### config.mk
export PLATFORM = sky130hd
export DESIGN_NAME = mult_div_unit
export DESIGN_NICKNAME = d
export VERILOG_FILES = /design/src/rtl/mdu_pkg.sv /design/src/rtl/mdu_step.sv /design/src/rtl/mult_div_unit.sv
export SDC_FILE = /design/constraint.sdc
export NUM_CORES = 1
export LEC_CHECK = 0
export CORE_ASPECT_RATIO = 1.4
export CORE_MARGIN = 2
export CORE_UTILIZATION = 55
export CTS_BUF_LIST = sky130_fd_sc_hd__clkbuf_8
export CTS_CLUSTER_SIZE = 30
export DETAILED_ROUTE_END_ITERATION = 6
export PLACE_DENSITY = 0.76
export SLEW_MARGIN = 20
export SYNTH_ARGS = -nofsm -noshare
export SYNTH_HDL_FRONTEND = slang
export SYNTH_SLANG_ARGS = --single-unit
### constraint.sdc
create_clock -name clk -period 6.8 [get_ports clk]
set_input_delay 0.68 -clock clk [delete_from_list [all_inputs] [get_ports clk]]
set_output_delay 0.68 -clock clk [all_outputs]
set_load 0.01 [all_outputs]
### src/rtl/mdu_pkg.sv
// Shared definitions for the iterative multiply/divide unit.
// Op encodings, FSM states, iteration count, divide-by-zero results.
package mdu_pkg;

    localparam logic [1:0] OP_MULT  = 2'b00;
    localparam logic [1:0] OP_MULTU = 2'b01;
    localparam logic [1:0] OP_DIV   = 2'b10;
    localparam logic [1:0] OP_DIVU  = 2'b11;

    localparam int MDU_ITERS = 32;

    // Divide by zero: LO is all ones, HI passes the dividend through.
    localparam logic [31:0] DIV0_LO = 32'hFFFF_FFFF;
    localparam logic DIV0_HI_IS_DIVIDEND = 1'b1;

    typedef enum logic [1:0] {
        IDLE = 2'b00,
        RUN  = 2'b01,
        FIX  = 2'b10
    } mdu_state_t;

endpackage

### src/rtl/mdu_step.sv
// One iteration of shift-add multiply or restoring divide.
// Purely combinational; the top level registers the accumulator.
module mdu_step #(
    parameter int WIDTH = 32
) (
    input  logic [2*WIDTH-1:0] acc,
    input  logic [WIDTH-1:0]   opnd,
    input  logic               is_div,
    output logic [2*WIDTH-1:0] acc_next
);

    logic [WIDTH:0] mul_sum;
    logic [WIDTH:0] div_rem;
    logic [WIDTH:0] div_diff;

    // Multiply: add multiplicand to upper half when LSB set, shift right.
    // Divide: shift {rem,quot} left, keep the subtraction if no borrow.
    always_comb begin
        mul_sum  = {1'b0, acc[2*WIDTH-1:WIDTH]}
                 + (acc[0] ? {1'b0, opnd} : '0);
        div_rem  = acc[2*WIDTH-1:WIDTH-1];
        div_diff = div_rem - {1'b0, opnd};
        acc_next = {mul_sum, acc[WIDTH-1:1]};
        if (is_div) begin
            if (!div_diff[WIDTH]) begin
                acc_next = {div_diff[WIDTH-1:0], acc[WIDTH-2:0], 1'b1};
            end else begin
                acc_next = {acc[2*WIDTH-2:0], 1'b0};
            end
        end
    end

endmodule

### src/rtl/mult_div_unit.sv
// Iterative MULT/MULTU/DIV/DIVU unit with private HI/LO registers.
// 33-cycle latency: 32 iterations plus one sign-fix cycle.
module mult_div_unit
    import mdu_pkg::*;
#(
    parameter int WIDTH = 32
) (
    input  logic             clk,
    input  logic             rst_n,
    input  logic             start,
    input  logic [1:0]       op,
    input  logic [WIDTH-1:0] a,
    input  logic [WIDTH-1:0] b,
    input  logic             mthi,
    input  logic             mtlo,
    input  logic [WIDTH-1:0] wdata,
    output logic             busy,
    output logic             done,
    output logic [WIDTH-1:0] hi,
    output logic [WIDTH-1:0] lo
);

    mdu_state_t state, state_nx;

    logic [4:0]         cnt;
    logic [1:0]         op_q;
    logic [WIDTH-1:0]   opa;
    logic [WIDTH-1:0]   opb;
    logic               qsign;
    logic               rsign;
    logic [2*WIDTH-1:0] acc;
    logic [2*WIDTH-1:0] acc_nx;

    logic               sgn_op;
    logic               a_neg;
    logic               b_neg;
    logic [WIDTH-1:0]   a_abs;
    logic [WIDTH-1:0]   b_abs;

    logic [2*WIDTH-1:0] prod;
    logic [WIDTH-1:0]   quot;
    logic [WIDTH-1:0]   rem;
    logic [WIDTH-1:0]   hi_fix;
    logic [WIDTH-1:0]   lo_fix;
    logic               take;

    mdu_step #(.WIDTH(WIDTH)) u_step (
        .acc      (acc),
        .opnd     (op_q[1] ? opb : opa),
        .is_div   (op_q[1]),
        .acc_next (acc_nx)
    );

    // Operand magnitudes and signs captured at launch.
    always_comb begin
        sgn_op = ~op[0];
        a_neg  = sgn_op & a[WIDTH-1];
        b_neg  = sgn_op & b[WIDTH-1];
        a_abs  = a_neg ? -a : a;
        b_abs  = b_neg ? -b : b;
        take   = (state == IDLE) && start;
    end

    // Sign correction and divide-by-zero override for the FIX cycle.
    always_comb begin
        prod   = qsign ? -acc : acc;
        quot   = qsign ? -acc[WIDTH-1:0] : acc[WIDTH-1:0];
        rem    = rsign ? -acc[2*WIDTH-1:WIDTH] : acc[2*WIDTH-1:WIDTH];
        hi_fix = prod[2*WIDTH-1:WIDTH];
        lo_fix = prod[WIDTH-1:0];
        if (op_q[1]) begin
            hi_fix = rem;
            lo_fix = quot;
            if (opb == '0) begin
                lo_fix = WIDTH'(DIV0_LO);
                if (DIV0_HI_IS_DIVIDEND) begin
                    hi_fix = rsign ? -opa : opa;
                end
            end
        end
    end

    // FSM state register.
    always_ff @(posedge clk or negedge rst_n) begin
        if (!rst_n) begin
            state <= IDLE;
        end else begin
            state <= state_nx;
        end
    end

    // FSM next-state logic.
    always_comb begin
        state_nx = state;
        unique case (state)
            IDLE: if (start) state_nx = RUN;
            RUN:  if (cnt == 5'(MDU_ITERS - 1)) state_nx = FIX;
            FIX:  state_nx = IDLE;
            default: state_nx = IDLE;
        endcase
    end

    // FSM outputs.
    always_comb begin
        busy = (state != IDLE);
    end

    // Datapath: capture, iterate, and commit results to HI/LO.
    always_ff @(posedge clk or negedge rst_n) begin
        if (!rst_n) begin
            cnt   <= '0;
            op_q  <= '0;
            opa   <= '0;
            opb   <= '0;
            qsign <= 1'b0;
            rsign <= 1'b0;
            acc   <= '0;
            hi    <= '0;
            lo    <= '0;
            done  <= 1'b0;
        end else begin
            done <= 1'b0;
            unique case (state)
                IDLE: begin
                    if (take) begin
                        cnt   <= '0;
                        op_q  <= op;
                        opa   <= a_abs;
                        opb   <= b_abs;
                        qsign <= a_neg ^ b_neg;
                        rsign <= a_neg;
                        acc   <= {{WIDTH{1'b0}}, op[1] ? a_abs : b_abs};
                    end else begin
                        if (mthi) hi <= wdata;
                        if (mtlo) lo <= wdata;
                    end
                end
                RUN: begin
                    acc <= acc_nx;
                    cnt <= cnt + 5'd1;
                end
                FIX: begin
                    hi   <= hi_fix;
                    lo   <= lo_fix;
                    done <= 1'b1;
                end
                default: ;
            endcase
        end
    end

endmodule

Word level (Yosys, flattened, before mapping)
Index checks and enable logic that the tools add are counted.
Widths: inputs -> output; s select.
{"block": "word_totals", "ff_bits": 204, "elab_cells": 73, "output_inout_bits": 66, "latchBits": 0, "mem_bits_ro": 0, "mem_bits_rw": 0, "mem_count": 0, "in_bits": 103}
{"block": "classes", "multipliers": 0, "mux": 29, "add_sub_neg": 9, "bitwise": 4, "reduce_logical": 11, "shift": 0, "n_eq_ne": 9, "magnitude_cmp": 0, "div": 0}
{"cell": "$mux 32", "count": 16}
{"cell": "$mux 64", "count": 4}
{"cell": "$neg 32->32", "count": 5}
{"cell": "$pmux 32 s2", "count": 2}
{"cell": "$pmux 64 s2", "count": 1}
{"cell": "$neg 64->64", "count": 1}
{"cell": "$add 32x33->33", "count": 1}
{"cell": "$sub 33x32->33", "count": 1}
{"cell": "$logic_not 32->1", "count": 1}
{"cell": "$ne 2x2->1 const B", "count": 6}
{"cell": "$pmux 5 s2", "count": 1}
{"cell": "$reduce_and 2->1", "count": 3}
{"cell": "$reduce_and 3->1", "count": 2}
{"cell": "$reduce_bool 2->1", "count": 3}
{"cell": "$add 5x1->5 const B", "count": 1}
{"cell": "$eq 5x5->1 const B", "count": 1}
{"cell": "$mux 5", "count": 1}
{"cell": "$mux 2", "count": 2}
{"cell": "$pmux 2 s2", "count": 1}
{"cell": "$and 1x1->1", "count": 2}
{"cell": "$eq 2x1->1 const B", "count": 1}
{"cell": "$eq 2x2->1 const B", "count": 1}
{"cell": "$logic_not 2->1", "count": 1}
{"cell": "$logic_and 1x1->1", "count": 1}
{"cell": "3 further kinds", "count": 3}

Depth between registers and ports, before layout
Gate-level depths: netlist of the first run.
{"block": "logic_depth", "ltp_word": 6, "depth_mapped": 19, "mapped_depth_nobuf": 16}

Cells and area by module
Synthesis of the first run repeated with hierarchy kept, for this count alone.
{"block": "hier_totals", "hier_cells": 2166, "hier_area_um2": 17589.4}
{"mod": "mult_div_unit", "cells_per_inst": 1495, "area_per_inst_um2": 13018.7, "seq_area_each_um2": 5079.9, "instances": 1}
{"mod": "mdu_step", "cells_per_inst": 671, "area_per_inst_um2": 4570.6, "seq_area_each_um2": 0.0, "instances": 1}

Worst setup path after synthesis of the first run
OpenSTA, ideal clock, no wires.
{"block": "synth_path", "kind": "register to register", "startpoint": "reg op_q[1]", "endpoint": "reg acc[35]", "path_stages_with_launch": 18, "synth_period_minus_slack_ns": 4.803, "setup_time_ns": 0.133, "n_path_buf": 5, "required_ns": 6.667, "t_arrival_ns": 4.670, "slack_ns": 1.997, "path_cell_list": "dfrtp_1 -> clkbuf_1 -> clkbuf_1 -> clkbuf_1 -> mux2i_1 -> ha_1 -> clkbuf_1 -> a21oi_1 -> o211ai_1 -> a221oi_1 -> a31oi_1 -> a31o_2 -> a31o_2 -> a311o_1 -> xor2_2 -> buf_4 -> mux2i_1 -> o21ai_0"}
{"block": "synth_between", "elab_chain_cells": 5, "elab_cells_between_ends": 7, "cone_classes": "add/sub: 2; mux: 5"}
{"element": "from (decl)", "line": "mult_div_unit.sv:26", "source": "logic [1:0] op_q;"}
{"element": "from (signal assigned)", "line": "mult_div_unit.sv:127", "source": "op_q <= op;"}
{"element": "$mux 32", "line": "mult_div_unit.sv:49", "source": ".opnd (op_q[1] ? opb : opa),"}
{"element": "$mux 32 or $sub 33x32->33 (tied branches)", "line": "mdu_step.sv:20, mdu_step.sv:22"}
{"element": "$add 32x33->33 or $mux 64 (tied branches)", "line": "mdu_step.sv:20, mdu_step.sv:25"}
{"element": "$mux 64 (*)", "line": "mdu_step.sv:24", "source": "if (is_div) begin"}
{"element": "$pmux 64 s2 (*)", "line": "mult_div_unit.sv:123", "source": "unique case (state)"}
{"element": "to (signal assigned)", "line": "mult_div_unit.sv:132", "source": "acc <= {{WIDTH{1'b0}}, op[1] ? a_abs : b_abs};"}
{"element": "to (signal assigned)", "line": "mult_div_unit.sv:139", "source": "acc <= acc_nx;"}
{"element": "to (decl)", "line": "mult_div_unit.sv:31", "source": "logic [2*WIDTH-1:0] acc;"}
Every way passes the cells marked *; elsewhere a longest branch is shown, timed or not.
A chain may end at the register's enable or synchronous reset.

Final worst setup path of the first run
{"block": "layout_path", "startpoint": "reg op_q[1]", "endpoint": "reg acc[37]"}
The elaborated chain is that of the path after synthesis.

==> results.py, run 1 <==
metrics = {
    "run_status": {
        "status": "complete, no violations",
    },
    "floorplanning": {
        "ioPinCount": 169,
        "rows": 77,
        "core_um2": 31400,
        "die_h_um": 215,
        "die_w_um": 154,
        "start_util": 0.554,
        "dieArea_um2": 33100,
    },
    "clocking": {
        "post_cts_buffers": 0,
        "cts_hold_buf": 0,
        "clock_latency_ns": 0.57,
        "cts_inserted_buffers": 36,
        "cts_resized": 0,
        "clock-root-buffer": "clkbuf_8",
        "cts_tree": "built",
        "clock_sinks": 203,
        "clock_path_buffers": 3,
        "h-tree-depth": 2,
        "clkSlewWorstSetupHoldPaths_ns": 0.06,
    },
    "layout": {
        "fill_cells": 2805,
        "drive_gt1_frac": 0.0509,
        "seq_area_um2": 5080,
        "nets": 2468,
        "area_delta_synth_final_pct": 15.1,
        "multi_input_area_um2": 11600,
    },
    "routing": {
        "ant_nets": 0,
        "drt_iter0_drc": 1433,
        "post-route-drc-count": 0,
        "drt_pass1_iterations": 6,
        "wl_um": 68100,
        "vias_per_cell": 6.54,
        "num_vias": 17700,
        "wl_per_cell_um": 25.1,
    },
    "critical_path": {
        "required_ns": 7.20,
        "critical_path_class": "reg -> reg",
        "worstSetupStartpointType": "flop",
        "end_kind": "flop",
        "worstPathArrival_ns": 5.67,
        "crit_fanout": 58,
    },
    "sta": {
        "clock_skew_ns": 0.0312,
        "tns_ns": 0,
        "relSlewSlack": 0.302,
        "finalSetupViolCount": 0,
        "hold_slack_ns": 0.0670,
        "slew_violations": 0,
        "hold_viol": 0,
        "rsz0062_at_grt": "no",
        "min_period_ns": 5.27,
        "clock.fmax_ghz": 0.190,
        "fin_ws_ns": 1.53,
        "tightest_slew_ns": 1.05,
        "finalCritPeriodShare": 0.776,
    },
    "synth": {
        "synthArstFlopShare": 1.00,
        "synth-seq-cells": 203,
        "synth_nets": 2386,
        "yosys.area.top_type": "dfrtp_1",
        "yosys.area.top_type_share": 0.292,
        "syn_area_per_cell_um2": 7.88,
        "synth_cells": 2209,
        "synth.area.top_cells": "dfrtp_1 (29%), o21ai_0 (7.7%), xnor2_1 (6.9%), nand2_1 (6.9%), mux2i_1 (5.9%)",
        "post_synth_num_cell_types": 74,
        "ys.flop_type": "dfrtp_1",
        "synth_edf_count": 0,
        "yosysWarnings": 0,
        "netlist_area_um2": 17400,
        "yosysSeqAreaShare": 0.292,
    },
    "global_routing": {
        "antenna_found_initial": 5,
        "grt_pass1_vias": 17300,
        "grt_pass1_wl_um": 102000,
        "track_usage": 0.407,
        "grt_max_degree": 156,
        "grt-ovfl-total": 0,
    },
    "job": {
        "maxCapViolCount": 0,
    },
    "power_and_ir_drop": {
        "power_density_nw_per_um2": 594,
        "ir_drop_uv": 844,
        "power_mw": 11.9,
        "power_leakage_nw": 8.26,
    },
    "min_path": {
        "min_path_type": "in -> async",
    },
    "placement": {
        "dp_slack_ns": 1.59,
        "io_buffer_count": 168,
        "place_congestion": 1.02,
        "hpwl_um": 51900,
    },
}
==> power by group <==
group          switching (mW)  internal (mW)
sequential               1.12           1.81
clock                   0.558          0.691
combinational            4.49           3.25
total                    6.16           5.74
==> metrics by stage <==
step	std cells	instance area, um^2	utilization
after detailed placement	2645	19200	0.612
after global placement	2645	19200	0.612
final	2713	20000	0.638
after floorplan	2209	17400	-
after CTS	2708	20000	0.636
after global routing	2711	20000	0.638
==> path summary, 6_finish.rpt <==
path                          from  endpoint  slack [ns]  depth (start not counted)
setup / recovery           op_q[1]   acc[37]        1.53                         13
hold / removal               rst_n    hi[21]        0.07                          1
setup reg to reg           op_q[1]   acc[37]        1.53                         13
hold reg to reg              qsign     qsign        0.48                          2
max in group asynchronous    rst_n   op_q[1]        5.38                          2
min in group clk             qsign     qsign        0.48                          2
==> placed cells by master (no fill, tap or decap), types with 12 or more instances in the layout <==
cell             count
nand2_1            321
o21ai_0            266
dfrtp_1            202
clkdlybuf4s50_1    166
a21oi_1            144
xnor2_1            138
nor2_1             135
mux2i_1            103
xor2_1              91
ha_1                72
inv_1               48
clkbuf_8            44
o31ai_1             35
nor3_1              34
o211ai_1            33
o22ai_1             33
nand3_1             32
a22oi_1             32
a21o_1              29
nor4_1              28
or3_1               27
nand2b_1            26
buf_4               22
nand4_1             19
or4_1               16
o21ai_1             14
o41ai_1             14
or2_2               12
nor2b_1             12
o21bai_1            12
==> logic make-up (layout without fill, tap and decap cells) <==
logic type                 count (synthesis)  count (layout)  share of synthesized area
adders and majority gates                 74              74                     0.0541
muxes                                    107             107                     0.0625
buffers and inverters                    187             294                     0.0418
other                                      0               2                          0
AOI/OAI and AO/OA                        703             703                      0.246
xor gates and xnor gates                 230             230                      0.116
and+or+nand+nor                          705             705                      0.188
DFF                                      203             203                      0.292
==> final cells by class <==
class | instances | area share
tap | 395 | 0.0247
timing repair buffer | 193 | 0.0945
clock inverter | 20 | 0.00856
clock buffer | 43 | 0.0295
inverter | 38 | 0.00712
multi-input combinational | 1819 | 0.582
sequential | 203 | 0.254
antenna | 2 | 0.000250
==> cell usage after synthesis, drive strengths merged (24+ instances only) <==
master,instances
clkbuf,125
a22oi,32
o21ai,281
a21oi,144
nor4,31
xor2,92
inv,38
o22ai,33
xnor2,138
nand3,32
ha,72
buf,24
nand2b,27
dfrtp,203
or3,30
nor3,34
o31ai,35
nor2,136
a21o,29
mux2i,103
nand2,322
o211ai,34
==> state kept, by name (all words and copies together) (netlist names) <==
name   count
lo        32
hi        32
cnt        5
rsign      1
state      2
acc       64
qsign      1
opa       32
done       1
opb       32
op_q       1
==> critical path, stage by stage (launching register included) <==
cell	delay [ns]
dfrtp_4	0.92
mux2i_1	0.31
ha_1	0.35
a21oi_1	0.24
o211ai_1	0.13
a221oi_1	0.39
a31oi_1	0.21
a31o_2	0.31
a31o_2	0.28
a311o_1	0.44
xor2_4	0.85
buf_4	0.34
mux2i_1	0.21
o21ai_0	0.10
==> routing by layer <==
layer  track usage  part of all wire  wire, um
met5             0           0.00065        44
met4         0.320             0.093      6350
met3        0.0768             0.071      4830
met2         0.685              0.48     32700
met1         0.449              0.36     24200
Note: power is estimated with default switching activity, not from simulation.
==> run 2, diff against run 1 <==
- PLACE_DENSITY: 0.76 -> 0.79
- clock period: 6.8 -> 4.7 ns (I/O delays scaled with it)
==> run 2 against run 1 <==
  * Maximum frequency increased by 20%
  * Clock power increased by 39%
  * Register-to-register slack got worse by 1.2 ns
  * Sequential power increased by 38%
  * Sequential share of layout area decreased by 0.45 points
  * First-iteration DRC count increased by 24%
  * Design area increased by 1.8%
  * Non-clock buffer count increased by 52
  * Combinational power increased by 58%
  * Worst hold slack improved by 0.41 ns
  * Wire length increased by 2.8%
  * Clock skew decreased by 0.0037 ns
  * Critical path type unchanged
==> results.py, run 2 (same netlist as run 1, synthesis figures left out) <==
metrics = {
    "global_routing": {
        "antenna_found_initial": 2,
        "track_usage": 0.418,
        "grt-ovfl-total": 0,
        "grt_pass1_wl_um": 105000,
        "grt_pass1_vias": 18000,
        "grt_max_degree": 122,
    },
    "floorplanning": {
        "core_um2": 31400,
        "rows": 77,
        "dieArea_um2": 33100,
        "die_w_um": 154,
        "start_util": 0.554,
        "die_h_um": 215,
        "ioPinCount": 169,
    },
    "sta": {
        "rsz0062_at_grt": "no",
        "finalCritPeriodShare": 0.933,
        "slew_violations": 0,
        "tightest_slew_ns": 1.03,
        "hold_viol": 0,
        "clock.fmax_ghz": 0.228,
        "relSlewSlack": 0.311,
        "clock_skew_ns": 0.0274,
        "finalSetupViolCount": 0,
        "tns_ns": 0,
        "min_period_ns": 4.39,
    },
    "placement": {
        "io_buffer_count": 168,
        "place_congestion": 1.03,
        "hpwl_um": 53700,
        "place_area_um2": 19600,
    },
    "layout": {
        "nets": 2519,
        "final_cell_mix": "nand2_1 (321), o21ai_0 (265), dfrtp_1 (202)",
        "drive_gt1_frac": 0.0714,
        "area_delta_synth_final_pct": 17.1,
        "finalInstanceArea_um2": 20400,
        "top_register": "acc",
        "final_common_cell": "nand2_1",
        "insertedDiodeCount": 0,
        "fill_cells": 2727,
        "largest_reg_flops": 64,
    },
    "power_and_ir_drop": {
        "ir_drop_uv": 683,
        "power_leakage_nw": 8.48,
        "pwr-share-seq": 0.223,
        "pwr-share-comb": 0.680,
        "power_density_nw_per_um2": 883,
        "switching_share": 0.517,
        "p_clk_frac": 0.097,
        "p_int_mw": 8.69,
        "switchingPower_mw": 9.31,
    },
    "critical_path": {
        "rr_startpoint": "op_q[1]",
        "required_ns": 5.13,
        "rr_endpoint": "acc[52]",
        "worstSetupStartpointType": "flop",
        "critPathBufInv": 3,
        "critical_path_class": "reg -> reg",
        "crit_family": "compound AO/OA/AOI/OAI gates",
        "r2r_setup_slack_ns": 0.31,
        "rr_worst_depth": 15,
        "crit_cells": 15,
        "crit_chain": "buf_4 > mux2i_1 > ha_1 > nand2_1 > a21oi_1 > a221oi_1 > a31oi_1 > a31o_2 > a31o_2 > a311o_1 > xor2_4 > buf_12 > buf_4 > a222oi_1 > o21ai_1",
        "cp-startpoint": "op_q[1]",
        "endpoint": "acc[52]",
        "crit_fanout": 24,
        "end_kind": "flop",
        "crit_path_max_incr_delay_ns": 0.66,
        "cpMaxStageDelayCell": "dfrtp_4",
        "worstPathArrival_ns": 4.81,
    },
    "clocking": {
        "clock_sinks": 203,
        "clock-root-buffer": "clkbuf_8",
        "clock_path_buffers": 3,
        "cts_inserted_buffers": 35,
        "clock_latency_ns": 0.57,
        "h-tree-depth": 2,
        "clkSlewWorstSetupHoldPaths_ns": 0.07,
        "cts_tree": "built",
    },
    "routing": {
        "num_vias": 18200,
        "post-route-drc-count": 0,
        "ant_nets": 0,
        "wl_um": 70000,
        "drt_iter0_drc": 1775,
        "drt_pass1_iterations": 6,
        "vias_per_cell": 6.60,
        "wl_per_cell_um": 25.4,
    },
    "job": {
        "maxCapViolCount": 0,
    },
    "min_path": {
        "min_path_type": "reg -> reg",
    },
    "run_status": {
        "status": "complete, no violations",
    },
}
[run 2: metrics by stage]
stage	hold slack [ns]	cells	power, mW	util	setup WS, ns
final	0.475	2761	18.0	0.649	0.314
after floorplan	0.174	2209	11.4	-	0.0596
after CTS	0.465	2754	17.4	0.647	0.185
after global routing	0.500	2761	19.1	0.649	0.0708
after global placement	0.461	2692	15.4	0.623	0.303
after detailed placement	0.469	2692	15.6	0.623	0.231
[run 2: power by group through the flow]
stage	sequential, mW	clock (mW)	combinational, mW
floorplan	3.39	0	7.98
global placement	3.94	0	11.5
detailed placement	3.96	0	11.6
CTS	3.93	1.75	11.7
global route	4.07	1.84	13.2
finish	4.02	1.74	12.2
[run 2: worst register-to-register path: cells and delay by family (launching register included)]
family	cells	cell delay (ns)
AO/OA/AOI/OAI	8	2.11
flip-flops	1	0.66
buffers and inverters	3	0.56
adder cells (fa/ha/maj)	1	0.33
multiplexers	1	0.25
XOR/XNOR	1	0.19
AND/OR/NAND/NOR	1	0.13
[run 2: how the worst min path moves through the flow]
stage	start	end	slack, ns	cells past startpoint
2_1_floorplan	rst_n	acc[0]	0.17	0
3_3_place_gp	hi[21]	hi[21]	0.46	2
3_5_place_dp	lo[8]	lo[8]	0.47	2
4_1_cts	op[1]	acc[2]	0.47	4
5_1_grt	op[1]	acc[2]	0.50	4
6_report	hi[21]	hi[21]	0.48	2
[run 2: area by class of cell]
cell class                      instances  area, um^2  share of cell area
Timing Repair Buffer                  245        2300               0.113
Clock inverter                         19         158             0.00773
Clock buffer                           42         578              0.0283
Multi-Input combinational cell       1819       11600               0.571
Tap cell                              395         494              0.0242
Inverter                               38         143             0.00699
Sequential cell                       203        5080               0.249
[run 2: metal layers]
layer / up-vias / routed length [um] / track usage
met2: 1047 / 33100 / 0.692
met4: 2 / 7190 / 0.353
met5: - / 12 / 0
met3: 364 / 5680 / 0.0881
met1: 8582 / 24000 / 0.457
li1: 8235 / - / -
[run 2: repair_timing]
action                                  4_1_cts  5_1_grt
endpoints found under the setup margin        0       20
hold endpoints to repair                     37        0
hold buffers                                  1        0
buffers inserted                              0        6
resized for setup                             0        3
